===== config.mk =====
export PLATFORM = sky130hd
export DESIGN_NAME = one_hot_decoder
export DESIGN_NICKNAME = d
export VERILOG_FILES = /design/src/rtl/one_hot_pkg.sv /design/src/rtl/one_hot_fifo2.sv /design/src/rtl/one_hot_decoder.sv
export SDC_FILE = /design/constraint.sdc
export NUM_CORES = 1
export LEC_CHECK = 0
export CAP_MARGIN = 20
export CELL_PAD_IN_SITES_DETAIL_PLACEMENT = 0
export CELL_PAD_IN_SITES_GLOBAL_PLACEMENT = 2
export CORE_MARGIN = 1
export CORE_UTILIZATION = 39
export CTS_BUF_LIST = sky130_fd_sc_hd__clkbuf_8
export DETAILED_ROUTE_END_ITERATION = 10
export PLACE_DENSITY = 0.83
export REMOVE_ABC_BUFFERS = 1
export SYNTH_ARGS = -nofsm -noshare
export SYNTH_HDL_FRONTEND = slang
export SYNTH_SLANG_ARGS = --single-unit
export TNS_END_PERCENT = 50

===== constraint.sdc =====
create_clock -name clk -period 5.4 [get_ports clk]
set_clock_uncertainty 0.05 [all_clocks]
set_input_delay 1.62 -clock clk [delete_from_list [all_inputs] [get_ports clk]]
set_output_delay 1.62 -clock clk [all_outputs]
set_load 0.005 [all_outputs]

===== src/rtl/one_hot_pkg.sv =====
// one_hot_pkg: shared types and the golden signed-to-one-hot mapping for the
// 16-position one-hot code. Bit index = 7 - value, so -8 -> bit 15, 7 -> bit 0.
package one_hot_pkg;

    localparam int ONE_HOT_W = 16;

    typedef logic signed [3:0]      sval_t;
    typedef logic [ONE_HOT_W-1:0]   onehot_t;

    // Output buffer occupancy; the encoding doubles as the entry count.
    typedef enum logic [1:0] {
        OCC_EMPTY = 2'd0,
        OCC_ONE   = 2'd1,
        OCC_FULL  = 2'd2
    } occ_t;

    // Index is formed at 5-bit signed width so 7 - (-8) = 15 cannot wrap.
    function automatic onehot_t to_one_hot(input sval_t v);
        logic signed [4:0] idx;
        idx = 5'sd7 - $signed({v[3], v});
        return onehot_t'(1) << idx[3:0];
    endfunction

endpackage


===== src/rtl/one_hot_fifo2.sv =====
// one_hot_fifo2: 2-entry in-order buffer of one-hot words.
// Ports:
//   clk, rst_n  clock, asynchronous active-low reset
//   clr         synchronous flush, overrides push and pop
//   push, din   write din (ignored while full)
//   pop         drop the head entry (ignored while empty)
//   head        oldest entry (slot0)
//   full, empty occupancy flags
module one_hot_fifo2
    import one_hot_pkg::*;
(
    input  logic    clk,
    input  logic    rst_n,
    input  logic    clr,
    input  logic    push,
    input  logic    pop,
    input  onehot_t din,
    output onehot_t head,
    output logic    full,
    output logic    empty
);

    occ_t    state, state_nxt;
    onehot_t slot0, slot1;

    always_ff @(posedge clk or negedge rst_n) begin
        if (!rst_n) state <= OCC_EMPTY;
        else        state <= state_nxt;
    end

    always_comb begin
        state_nxt = state;
        case (state)
            OCC_EMPTY: if (push) state_nxt = OCC_ONE;
            OCC_ONE: begin
                if (push && !pop)      state_nxt = OCC_FULL;
                else if (pop && !push) state_nxt = OCC_EMPTY;
            end
            OCC_FULL:  if (pop) state_nxt = OCC_ONE;
            default:   state_nxt = OCC_EMPTY;
        endcase
        if (clr) state_nxt = OCC_EMPTY;
    end

    // slot0 is always the head; a pop from FULL shifts slot1 forward.
    // A push into FULL is dropped even with a same-cycle pop.
    always_ff @(posedge clk or negedge rst_n) begin
        if (!rst_n) begin
            slot0 <= '0;
            slot1 <= '0;
        end else if (!clr) begin
            case (state)
                OCC_EMPTY: if (push) slot0 <= din;
                OCC_ONE: begin
                    if (push && pop) slot0 <= din;
                    else if (push)   slot1 <= din;
                end
                OCC_FULL:  if (pop) slot0 <= slot1;
                default: ;
            endcase
        end
    end

    assign head  = slot0;
    assign full  = (state == OCC_FULL);
    assign empty = (state == OCC_EMPTY);

endmodule


===== src/rtl/one_hot_decoder.sv =====
// one_hot_decoder: streaming signed 4-bit -> 16-bit one-hot decoder with a
// 2-entry registered output buffer and valid/ready on both sides.
// Ports:
//   clk, rst_n           clock, asynchronous active-low reset
//   clr                  synchronous flush of buffer and counter
//   in_valid/in_ready    input handshake, in_y signed value -8..7
//   out_valid/out_ready  output handshake, out_w one-hot word (0 when idle)
//   dec_count            saturating accepted-sample count
// Build option: define ONE_HOT_DEC_CNT_EN to enable dec_count; otherwise the
// counter is absent and dec_count reads 0.
module one_hot_decoder
    import one_hot_pkg::*;
(
    input  logic        clk,
    input  logic        rst_n,
    input  logic        clr,
    input  logic        in_valid,
    output logic        in_ready,
    input  logic [3:0]  in_y,
    output logic        out_valid,
    input  logic        out_ready,
    output logic [15:0] out_w,
    output logic [7:0]  dec_count
);

    logic    rdy_en;
    logic    push, pop;
    logic    full, empty;
    onehot_t head;

    // Holds in_ready low through reset and until the first edge after release.
    always_ff @(posedge clk or negedge rst_n) begin
        if (!rst_n) rdy_en <= 1'b0;
        else        rdy_en <= 1'b1;
    end

    // in_ready looks only at registered state, never at out_ready.
    assign in_ready  = rdy_en && !full;
    assign out_valid = !empty;
    assign push      = in_valid && in_ready;
    assign pop       = out_valid && out_ready;
    assign out_w     = out_valid ? head : '0;

    one_hot_fifo2 u_fifo (
        .clk   (clk),
        .rst_n (rst_n),
        .clr   (clr),
        .push  (push),
        .pop   (pop),
        .din   (to_one_hot(sval_t'(in_y))),
        .head  (head),
        .full  (full),
        .empty (empty)
    );

`ifdef ONE_HOT_DEC_CNT_EN
    logic [7:0] cnt;

    always_ff @(posedge clk or negedge rst_n) begin
        if (!rst_n)                       cnt <= '0;
        else if (clr)                     cnt <= '0;
        else if (push && cnt != 8'hFF)    cnt <= cnt + 8'd1;
    end

    assign dec_count = cnt;
`else
    assign dec_count = 8'd0;
`endif

endmodule

==> impl_results.md, run 1 <==
* Outcome: completed
* MaxCap Viol Count at 0
* Area Growth Syn to Fin at 17.92%
* Post-layout util at between 40% and 50%
* Most frequent cells in the layout: mux2_2, dfrtp_1, clkdlybuf4s50_1, nor2b_1, conb_1
* Boundary Pins at 35
* DRT iter0 DRCs at 23
* VDD IR max at 0.1571 mV
* Synth top area share at 45.28%
* Crit path kind: reg2out
* Core area at 4755 um2
* Vias in the first global route at approximately 1200
* Flop-to-flop setup slack at 2290 ps
* Final setup viols at 0
* Num CTS Buffers at 5
* Drt pass-1 iters at 4
* Insertion delay to the later sink of the worst-skew pair at 280 ps
* Hold/Removal Path Class: reg2reg
* Kind of cell adding the most delay to the critical path: simple AND/OR/NAND/NOR gates
* Main synth FF type: dfrtp_1
* ANT cells at 0
* Post-DP Area at 2208 um2
* Number of port buffers at 26
* Root Driver: clkbuf_8
* Min Tclk post-route at 3862 ps
* Crit end category: output pin
* Clock-pin transition on the worst setup and hold timing paths at 70 ps
* Most common cell after layout, fill and taps aside: mux2_2
* Layout cells sized above 1 at 33.33%
* Setup WS post-layout at roughly 1500 ps
* Die area at 5245 um2
* Sum Neg Setup Slack at 0 ps
* Largest stage delay on the critical path at 750 ps
* Worst Path Arrival at around 2200 ps
* Fin. max-slew vios at 0
* DP HPWL at around 2300 um
* Routed len/inst at 14.64 um
* Vias at roughly 1200
* Maximum operating frequency at 0.2589 GHz
* GRT Total Usage at 15.27%
* Fraction of registers with async set or reset after synthesis at 100.0%
* Routed Antenna Nets at 0
* # resized after CTS at 0
* CTS tree: built
* Final Cycle Share at 71.53%
* Gr ovfl total at 0
* Post-detailed-route DRC marker count at 0
* Syn Inst Count at about 150
* Fillers at 461
* Clk buf depth at 2
* Max-slew headroom at about two fifths
* Yosys reg bits at 35
* Synth unique cells at 27
* Synth area leaders: dfrtp_1, mux2_2, nor2b_1
* Floorplan row count at 25
* Die Y at 72.43 um
* Avg Cell Area, Syn at 12.64 um2
* H-tree levels at 2
* Biggest area consumer among synthesized cells: dfrtp_1
* Largest net degree at the start of global routing at 36
* CTS Sinks at 35
* Hold_buf cts at 0
* First-pass GRT wire length at 6134 um
* PD cells at 243.0 nW/um2
* Die W at ~72 um
* Crit path cell chain: nand2b_1 -> and2_1 -> clkdlybuf4s50_1
* Warnings, synthesis at 0
* Placer congestion estimate at 0.7892
* Crit path buffers/inverters at 1
* CP max-delay cell: nand2b_1
* Final hold viol count at 0
* Detailed Route WL at 3571 um
* RSZ-0062 raised after global routing: false
* Startpoint types: flip-flop
* Initial antenna violation count at 0
* Worst-Margin Slew at 923.1 ps
* Setup Buffers After CTS at 0
* Initial Util at 40.68%
* EDFF count, synth at 0
* Vias/cell at 4.898
* Crit Path Max Fanout at 19
* Seq/Total Area, Yosys at a little under half
* Layout Nets at 188
* Pleak at around 0.0011 uW
* Worst endpoint required time at 3730 ps
* Place WS at 1351 ps
* Mapped Area at approximately 1900 um2
* Final Cell Area at between 2000 and 2500 um2
[state kept, by name, indices dropped and copies added, names as in the netlist]
register / cells
u_fifo.head: 16
rdy_en: 1
u_fifo.slot1: 16
u_fifo.state: 2
[layout make-up]
| cell class | instances | area, um2 | area share [%] |
|---|---|---|---|
| timing repair buffer | 28 | 275.3 | 12.07 |
| tap | 67 | 83.83 | 3.675 |
| sequential | 35 | 875.8 | 38.40 |
| clock buffer | 5 | 68.82 | 3.017 |
| inverter | 1 | 3.754 | 0.1646 |
| multi-input combinational | 107 | 969.7 | 42.51 |
| clock inverter | 1 | 3.754 | 0.1646 |
[final timing paths]
path,startpoint,endpoint,cells after the start
hold / removal,u_fifo.head[15],u_fifo.head[15],1
setup reg to reg,u_fifo.state[0],u_fifo.head[1],6
min in group asynchronous,rst_n,u_fifo.slot1[15],2
hold reg to reg,u_fifo.head[15],u_fifo.head[15],1
setup / recovery,u_fifo.state[0],in_ready,3
max in group asynchronous,rst_n,u_fifo.head[5],2
[per-layer routing]
| metal | share of wire, % | vias to the layer above | track usage (%) | wire (um) |
|---|---|---|---|---|
| li1 | - | 586 | - | - |
| met1 | 49 | 581 | 20.02 | 1741 |
| met2 | 47 | 26 | 24.40 | 1672 |
| met3 | 3.8 | 2 | 4.167 | 137 |
| met4 | 0.53 | 0 | 5.229 | 19 |
| met5 | 0 | - | 0 | 0 |
[per-stage QoR]
step	hold slack, ps	total power [uW]	instances
after floorplan	422.7	349.9	143
after CTS	453.1	564.1	244
final	450.8	554.3	244
after global routing	460.5	584.4	244
after global placement	432.8	388.3	238
after detailed placement	437.5	392.3	238
[where the power goes]
| group | switching [uW] | total [uW] | leakage [uW] | internal [uW] |
|---|---|---|---|---|
| logic | 41.2 | 90.4 | 0.000535 | 49.1 |
| clock network | 85.2 | 169 | 0.0000413 | 84.0 |
| registers | 11.0 | 295 | 0.000479 | 284 |
[cell families (layout without fill, tap and decap cells)]
family / count (synthesis) / count (layout) / synth area share (%)
DFF: 35 / 35 / 45.28
muxes: 48 / 48 / 27.94
other: 2 / 9 / 0.3882
and+or+nand+nor: 44 / 44 / 17.08
adders and majority gates: 1 / 1 / 0.6467
buffers and inverters: 18 / 35 / 5.951
AOI/OAI and AO/OA: 5 / 5 / 2.717
[cells in the mapped netlist (all sizes together), types with 2 or more instances]
| library cell | n |
|---|---|
| conb | 2 |
| dfrtp | 35 |
| nor2 | 2 |
| nor4b | 4 |
| nand2b | 3 |
| a21oi | 2 |
| nand4 | 2 |
| buf | 12 |
| clkbuf | 5 |
| nor4bb | 6 |
| and4b | 4 |
| mux2 | 48 |
| nor2b | 17 |
Power figures use the tool's default switching activity.
==> run 2: changes to the inputs <==
--- a/config.mk
+++ b/config.mk
@@ -9,10 +9,10 @@
 export CELL_PAD_IN_SITES_DETAIL_PLACEMENT = 0
 export CELL_PAD_IN_SITES_GLOBAL_PLACEMENT = 2
 export CORE_MARGIN = 1
-export CORE_UTILIZATION = 39
+export CORE_UTILIZATION = 33
 export CTS_BUF_LIST = sky130_fd_sc_hd__clkbuf_8
 export DETAILED_ROUTE_END_ITERATION = 10
-export PLACE_DENSITY = 0.83
+export PLACE_DENSITY = 0.74
 export REMOVE_ABC_BUFFERS = 1
 export SYNTH_ARGS = -nofsm -noshare
 export SYNTH_HDL_FRONTEND = slang
==> constraint.sdc (replaced) <==
create_clock -name clk -period 3.4 [get_ports clk]
set_clock_uncertainty 0.05 [all_clocks]
set_input_delay 1.02 -clock clk [delete_from_list [all_inputs] [get_ports clk]]
set_output_delay 1.02 -clock clk [all_outputs]
set_load 0.005 [all_outputs]
==> impl_results.md, run 2 (synthesis results as in run 1) <==
* Hold/Removal Path Class: reg2reg
* Die Y at 78.56 um (+8.5%)
* Min Tclk post-route at 2870 ps
* First-pass GRT wire length at 6762 um (+10%)
* Hold_buf cts at 0 (unchanged)
* CP max-delay cell: clkdlybuf4s50_1
* Clk buf depth at 2 (unchanged)
* Worst hold path startpoint: u_fifo.head[12]
* WHS Endpoint: u_fifo.head[12]
* DP HPWL at 2461 um (+6.7%)
* Final setup viols at 0 (unchanged)
* Cell Count, Final, Fillers Out at 255 (+4.5%)
* Number of port buffers at 26 (unchanged)
* Worst-Margin Slew at 551.3 ps (-371.8 ps)
* Vias/cell at 4.937 (+0.81%)
* Drt pass-1 iters at 6 (+2)
* Post-detailed-route DRC marker count at 0 (unchanged)
* Floorplan row count at 27 (+8.0%)
* GRT Total Usage at 14.11% (-1.2 points)
* Min Hold Slack at 448.8 ps (-2.048 ps)
* Die area at 6172 um2 (+18%)
* Most common cell after layout, fill and taps aside: mux2_2
* CTS tree: built
* Placer congestion estimate at 0.7497 (-5.0%)
* Num CTS Buffers at 5 (unchanged)
* Max-slew headroom at 63.13% (+25 points)
* Setup Buffers After CTS at 0 (unchanged)
* Area Growth Syn to Fin at 21.22%
* Insertion delay to the later sink of the worst-skew pair at 290 ps (about the same)
* CTS Sinks at 35 (unchanged)
* VDD IR max at 0.2684 mV (+71%)
* Worst endpoint required time at 2330 ps (-1400 ps)
* Cells on worst reg2reg path at 8 (+2)
* Routed len/inst at 15.18 um (+3.7%)
* Final hold viol count at 0 (unchanged)
* Startpoint types: flip-flop
* Final Cycle Share at between 80% and 90%
* Initial antenna violation count at 0 (unchanged)
* Kind of cell adding the most delay to the critical path: buffers and inverters
* MaxCap Viol Count at 0 (unchanged)
* Worst Path Arrival at 1800 ps (-390 ps)
* Crit path cell chain: nand2b_1 -> buf_4 -> and2_1 -> clkdlybuf4s50_1
* Layout cells sized above 1 at 35.52% (+2.2 points)
* RSZ-0062 raised after global routing: false
* Inst Count DP at 247 (+3.8%)
* ANT cells at 0 (unchanged)
* Largest stage delay on the critical path at 490 ps (-260 ps)
* Largest net degree at the start of global routing at 36 (unchanged)
* PD cells at 403.3 nW/um2 (+66%)
* Fillers at 543 (+18%)
* Outcome: completed
* Flop-to-flop setup slack at 1010 ps (-1280 ps)
* Gr ovfl total at 0 (unchanged)
* Most frequent cells in the layout: mux2_2, dfrtp_1, clkdlybuf4s50_1, nor2b_1, conb_1
* Sum Neg Setup Slack at 0 ps (unchanged)
* Layout Nets at 192 (+2.1%)
* Maximum operating frequency at 0.3484 GHz
* Hold Path Stages at 1 (unchanged)
* Crit Path Max Fanout at 19 (unchanged)
* DRT iter0 DRCs at 36 (+57%)
* Die W at 78.56 um (+8.5%)
* Area taken by flip-flops and latches at 875.8 um2 (unchanged)
* Boundary Pins at 35 (unchanged)
* Vias in the first global route at 1372 (+11%)
* Area occupied by multi-input gates at 969.7 um2 (unchanged)
* Clock-pin transition on the worst setup and hold timing paths at 60 ps (about the same)
* Root Driver: clkbuf_8
* Core area at 5574 um2 (+17%)
* Initial Util at 34.70% (-6.0 points)
* Pleak at 0.001088 uW (+3.1%)
* Routed Antenna Nets at 0 (unchanged)
* Crit end category: output pin
* Worst r2r src: u_fifo.state[0]
* Vias at 1259 (+5.4%)
* Fin. max-slew vios at 0 (unchanged)
* Final Cell Area at 2345 um2 (+2.8%)
* Post-DP Area at 2245 um2 (+1.6%)
* RR Endpoint: u_fifo.head[9]
* Detailed Route WL at 3870 um (+8.4%)
* H-tree levels at 2 (unchanged)
* # resized after CTS at 0 (unchanged)
* Crit path buffers/inverters at 2 (+1)
* Crit path kind: reg2out
[run 2: cell types whose count changed in the layout (fill, tap and decap cells not counted)]
cell and delta:
buf_4 +4, clkbuf_8 +2
[run 2: worst max path at each step]
| stage | startpoint | endpoint | cells after the start |
|---|---|---|---|
| 2_1_floorplan | u_fifo.state[0] | u_fifo.head[0] | 6 |
| 3_5_place_dp | in_valid | u_fifo.head[8] | 7 |
| 4_1_cts | u_fifo.state[0] | in_ready | 4 |
| 3_3_place_gp | in_valid | u_fifo.head[7] | 7 |
| 5_1_grt | u_fifo.state[0] | in_ready | 4 |
| 6_report | u_fifo.state[0] | in_ready | 4 |
[run 2: report_power, final]
part           switching (uW)  internal (uW)  total (uW)
logic                    67.7           81.7         149
registers                18.6            451         469
clock network             145            182         327
[run 2: per-layer routing]
metal | up-vias | wire length [um] | track usage, %
met5 | - | 0 | 0
met4 | 0 | 55 | 4.630
met3 | 9 | 146 | 4.651
met2 | 30 | 1839 | 22.78
met1 | 631 | 1829 | 17.60
li1 | 589 | - | -
[run 2: area by class of cell]
class / instances / area share, %
Sequential cell: 35 / 37.35
Multi-Input combinational cell: 107 / 41.36
Clock inverter: 1 / 0.1601
Clock buffer: 7 / 4.109
Timing Repair Buffer: 32 / 13.02
Inverter: 1 / 0.1601
Tap cell: 72 / 3.842
[run 2: through the flow]
step	worst slack (ps)	total power (uW)	util (%)
after detailed placement	293.9	629.4	40.27
after CTS	488.6	962.3	42.07
after global routing	380.6	999.6	42.07
final	529.5	945.6	42.07
after global placement	397.0	622.7	40.27
after floorplan	838.7	555.8	-
[run 2: worst reg2reg max path: stages, from the launching register on]
cell	delay (ps)
dfrtp_1	460
nand2b_1	140
buf_4	270
and3_1	210
ha_1	160
nand2b_1	110
a221oi_4	230
buf_4	280
mux2_2	370
==> run 3: changes to the inputs <==
--- a/config.mk
+++ b/config.mk
@@ -9,10 +9,10 @@
 export CELL_PAD_IN_SITES_DETAIL_PLACEMENT = 0
 export CELL_PAD_IN_SITES_GLOBAL_PLACEMENT = 2
 export CORE_MARGIN = 1
-export CORE_UTILIZATION = 33
+export CORE_UTILIZATION = 36
 export CTS_BUF_LIST = sky130_fd_sc_hd__clkbuf_8
 export DETAILED_ROUTE_END_ITERATION = 10
-export PLACE_DENSITY = 0.74
+export PLACE_DENSITY = 0.77
 export REMOVE_ABC_BUFFERS = 1
 export SYNTH_ARGS = -nofsm -noshare
 export SYNTH_HDL_FRONTEND = slang
==> constraint.sdc (replaced) <==
create_clock -name clk -period 2.9 [get_ports clk]
set_clock_uncertainty 0.05 [all_clocks]
set_input_delay 0.87 -clock clk [delete_from_list [all_inputs] [get_ports clk]]
set_output_delay 0.87 -clock clk [all_outputs]
set_load 0.005 [all_outputs]
==> impl_results.md, run 3 (synthesis results as in run 1) <==
* Outcome: completed
* Vias in the first global route at 1273 (-7.2%)
* Layout Nets at 194 (+1.0%)
* Min Tclk post-route at 2682 ps
* GRT busiest layer: met2
* CTS Sinks at 35 (unchanged)
* PD cells at 445.4 nW/um2 (+10%)
* Max-slew headroom at 60.41% (-2.7 points)
* Most common cell after layout, fill and taps aside: mux2_2
* Most frequent cells in the layout: mux2_2, dfrtp_1, clkdlybuf4s50_1, nor2b_1, conb_1
* Critical Path Start: in_valid
* Die area at 5670 um2 (-8.1%)
* Crit end category: flip-flop
* Num CTS Buffers at 5 (unchanged)
* Hold_buf cts at 0 (unchanged)
* Hold Path Stages at 1 (unchanged)
* DRT iter0 DRCs at 19 (-47%)
* Vias at 1244 (-1.2%)
* GR met2 Demand/Resource at 23.12% (+0.33 points)
* Flop-to-flop setup slack at 420 ps (-590 ps)
* Clk buf depth at 2 (unchanged)
* Inst Count DP at 247 (unchanged)
* Post-DP Area at 2257 um2 (+0.56%)
* Maximum operating frequency at 0.3729 GHz
* Routed len/inst at 14.28 um (-5.9%)
* H-tree levels at 2 (unchanged)
* Worst endpoint required time at 3010 ps (+680 ps)
* CTS tree: built
* Initial antenna violation count at 0 (unchanged)
* Boundary Pins at 35 (unchanged)
* Detailed Route WL at 3614 um (-6.6%)
* Floorplan row count at 26 (-3.7%)
* Largest net degree at the start of global routing at 36 (unchanged)
* Pleak at 0.001083 uW (-0.40%)
* RR Endpoint: u_fifo.slot1[15]
* Drt pass-1 iters at 4 (-2)
* Gr ovfl total at 0 (unchanged)
* Setup Buffers After CTS at 0 (unchanged)
* DP HPWL at 2456 um (-0.21%)
* VDD IR max at 0.2344 mV (-13%)
* GR Util met1 at 19.66% (+2.1 points)
* Met3 Usage GRT at 4.365% (-0.29 points)
* First-pass GRT wire length at 6078 um (-10%)
* Initial Util at 37.63% (+2.9 points)
* Final hold viol count at 0 (unchanged)
* WHS Endpoint: u_fifo.head[11]
* Routed Antenna Nets at 0 (unchanged)
* Area Growth Syn to Fin at 20.44%
* Number of port buffers at 26 (unchanged)
* # resized after CTS at 0 (unchanged)
* RSZ-0062 raised after global routing: false
* Post-detailed-route DRC marker count at 0 (unchanged)
* Worst hold path startpoint: u_fifo.head[11]
* Worst r2r src: u_fifo.state[0]
* Vias/cell at 4.917 (-0.41%)
* MaxCap Viol Count at 0 (unchanged)
* Final Cell Area at 2330 um2 (-0.64%)
* Clock-pin transition on the worst setup and hold timing paths at 60 ps (about the same)
* Cells on worst reg2reg path at 7 (-1)
* Layout cells sized above 1 at 35.52% (unchanged)
* Startpoint types: input port
* Crit path kind: in2reg
* Worst Path Arrival at 2790 ps (+990 ps)
* Placer congestion estimate at 0.7213 (-3.8%)
* Hold/Removal Path Class: reg2reg
* Die Y at 75.30 um (-4.1%)
* Die W at 75.30 um (-4.1%)
* GRT Total Usage at 14.67% (+0.56 points)
* Root Driver: clkbuf_8
* Crit Path Max Fanout at 16 (-3)
* Final Cycle Share at 92.48%
* Core area at 5140 um2 (-7.8%)
* Insertion delay to the later sink of the worst-skew pair at 280 ps (about the same)
* Fin. max-slew vios at 0 (unchanged)
* ANT cells at 0 (unchanged)
* Worst-Margin Slew at 592.4 ps (+41.11 ps)
* Final setup viols at 0 (unchanged)
* Cell Count, Final, Fillers Out at 253 (-0.78%)
run 3: cell types whose count changed in the layout (fill, tap and decap cells not counted):
cell,previous run,this run
clkbuf_8,7,5
buf_4,6,8
run 3: worst max path at each step:
stage	end	slack (ps)	depth (start not counted)
after floorplan	u_fifo.head[0]	340	6
after global placement	u_fifo.slot1[13]	30	6
after detailed placement	u_fifo.slot1[4]	-100	6
after CTS	u_fifo.slot1[4]	200	6
after global routing	u_fifo.slot1[0]	130	6
final	u_fifo.slot1[15]	220	6
run 3: final cells by class:
class,count,area (um2)
Clock buffer,5,68.82
Clock inverter,1,3.754
Fill cell,500,2810
Inverter,1,3.754
Multi-Input combinational cell,107,969.7
Sequential cell,35,875.8
Tap cell,70,87.58
Timing Repair Buffer,34,320.3
run 3: worst max-delay path, cell delays in order:
cell	delay (ps)
clkdlybuf4s50_1	430
and3_1	180
ha_1	210
nor2_1	130
nand4_2	500
mux2_2	470
run 3: metal layers:
layer  vias up  share of wire, %
li1        596                 -
met1       614                48
met2        30                48
met3         4               3.7
met4         0              0.66
met5         -                 0
run 3: metrics by stage:
step / hold slack, ps / power, uW / utilization (%) / setup WS (ps) / setup TNS [ps]
finish: 447.6 / 1038 / 45.33 / 218.1 / 0
global route: 458.5 / 1095 / 45.33 / 130.6 / 0
floorplan: 422.7 / 651.6 / - / 338.7 / 0
CTS: 452.7 / 1054 / 45.33 / 198.8 / 0
global placement: 433.0 / 730.9 / 43.91 / 25.48 / 0
detailed placement: 438.1 / 739.5 / 43.91 / -96.46 / -1422
run 3: power by group:
part	internal, uW	switching (uW)
logic	98.1	80.3
clock network	156	154
registers	528	20.4
total	783	255
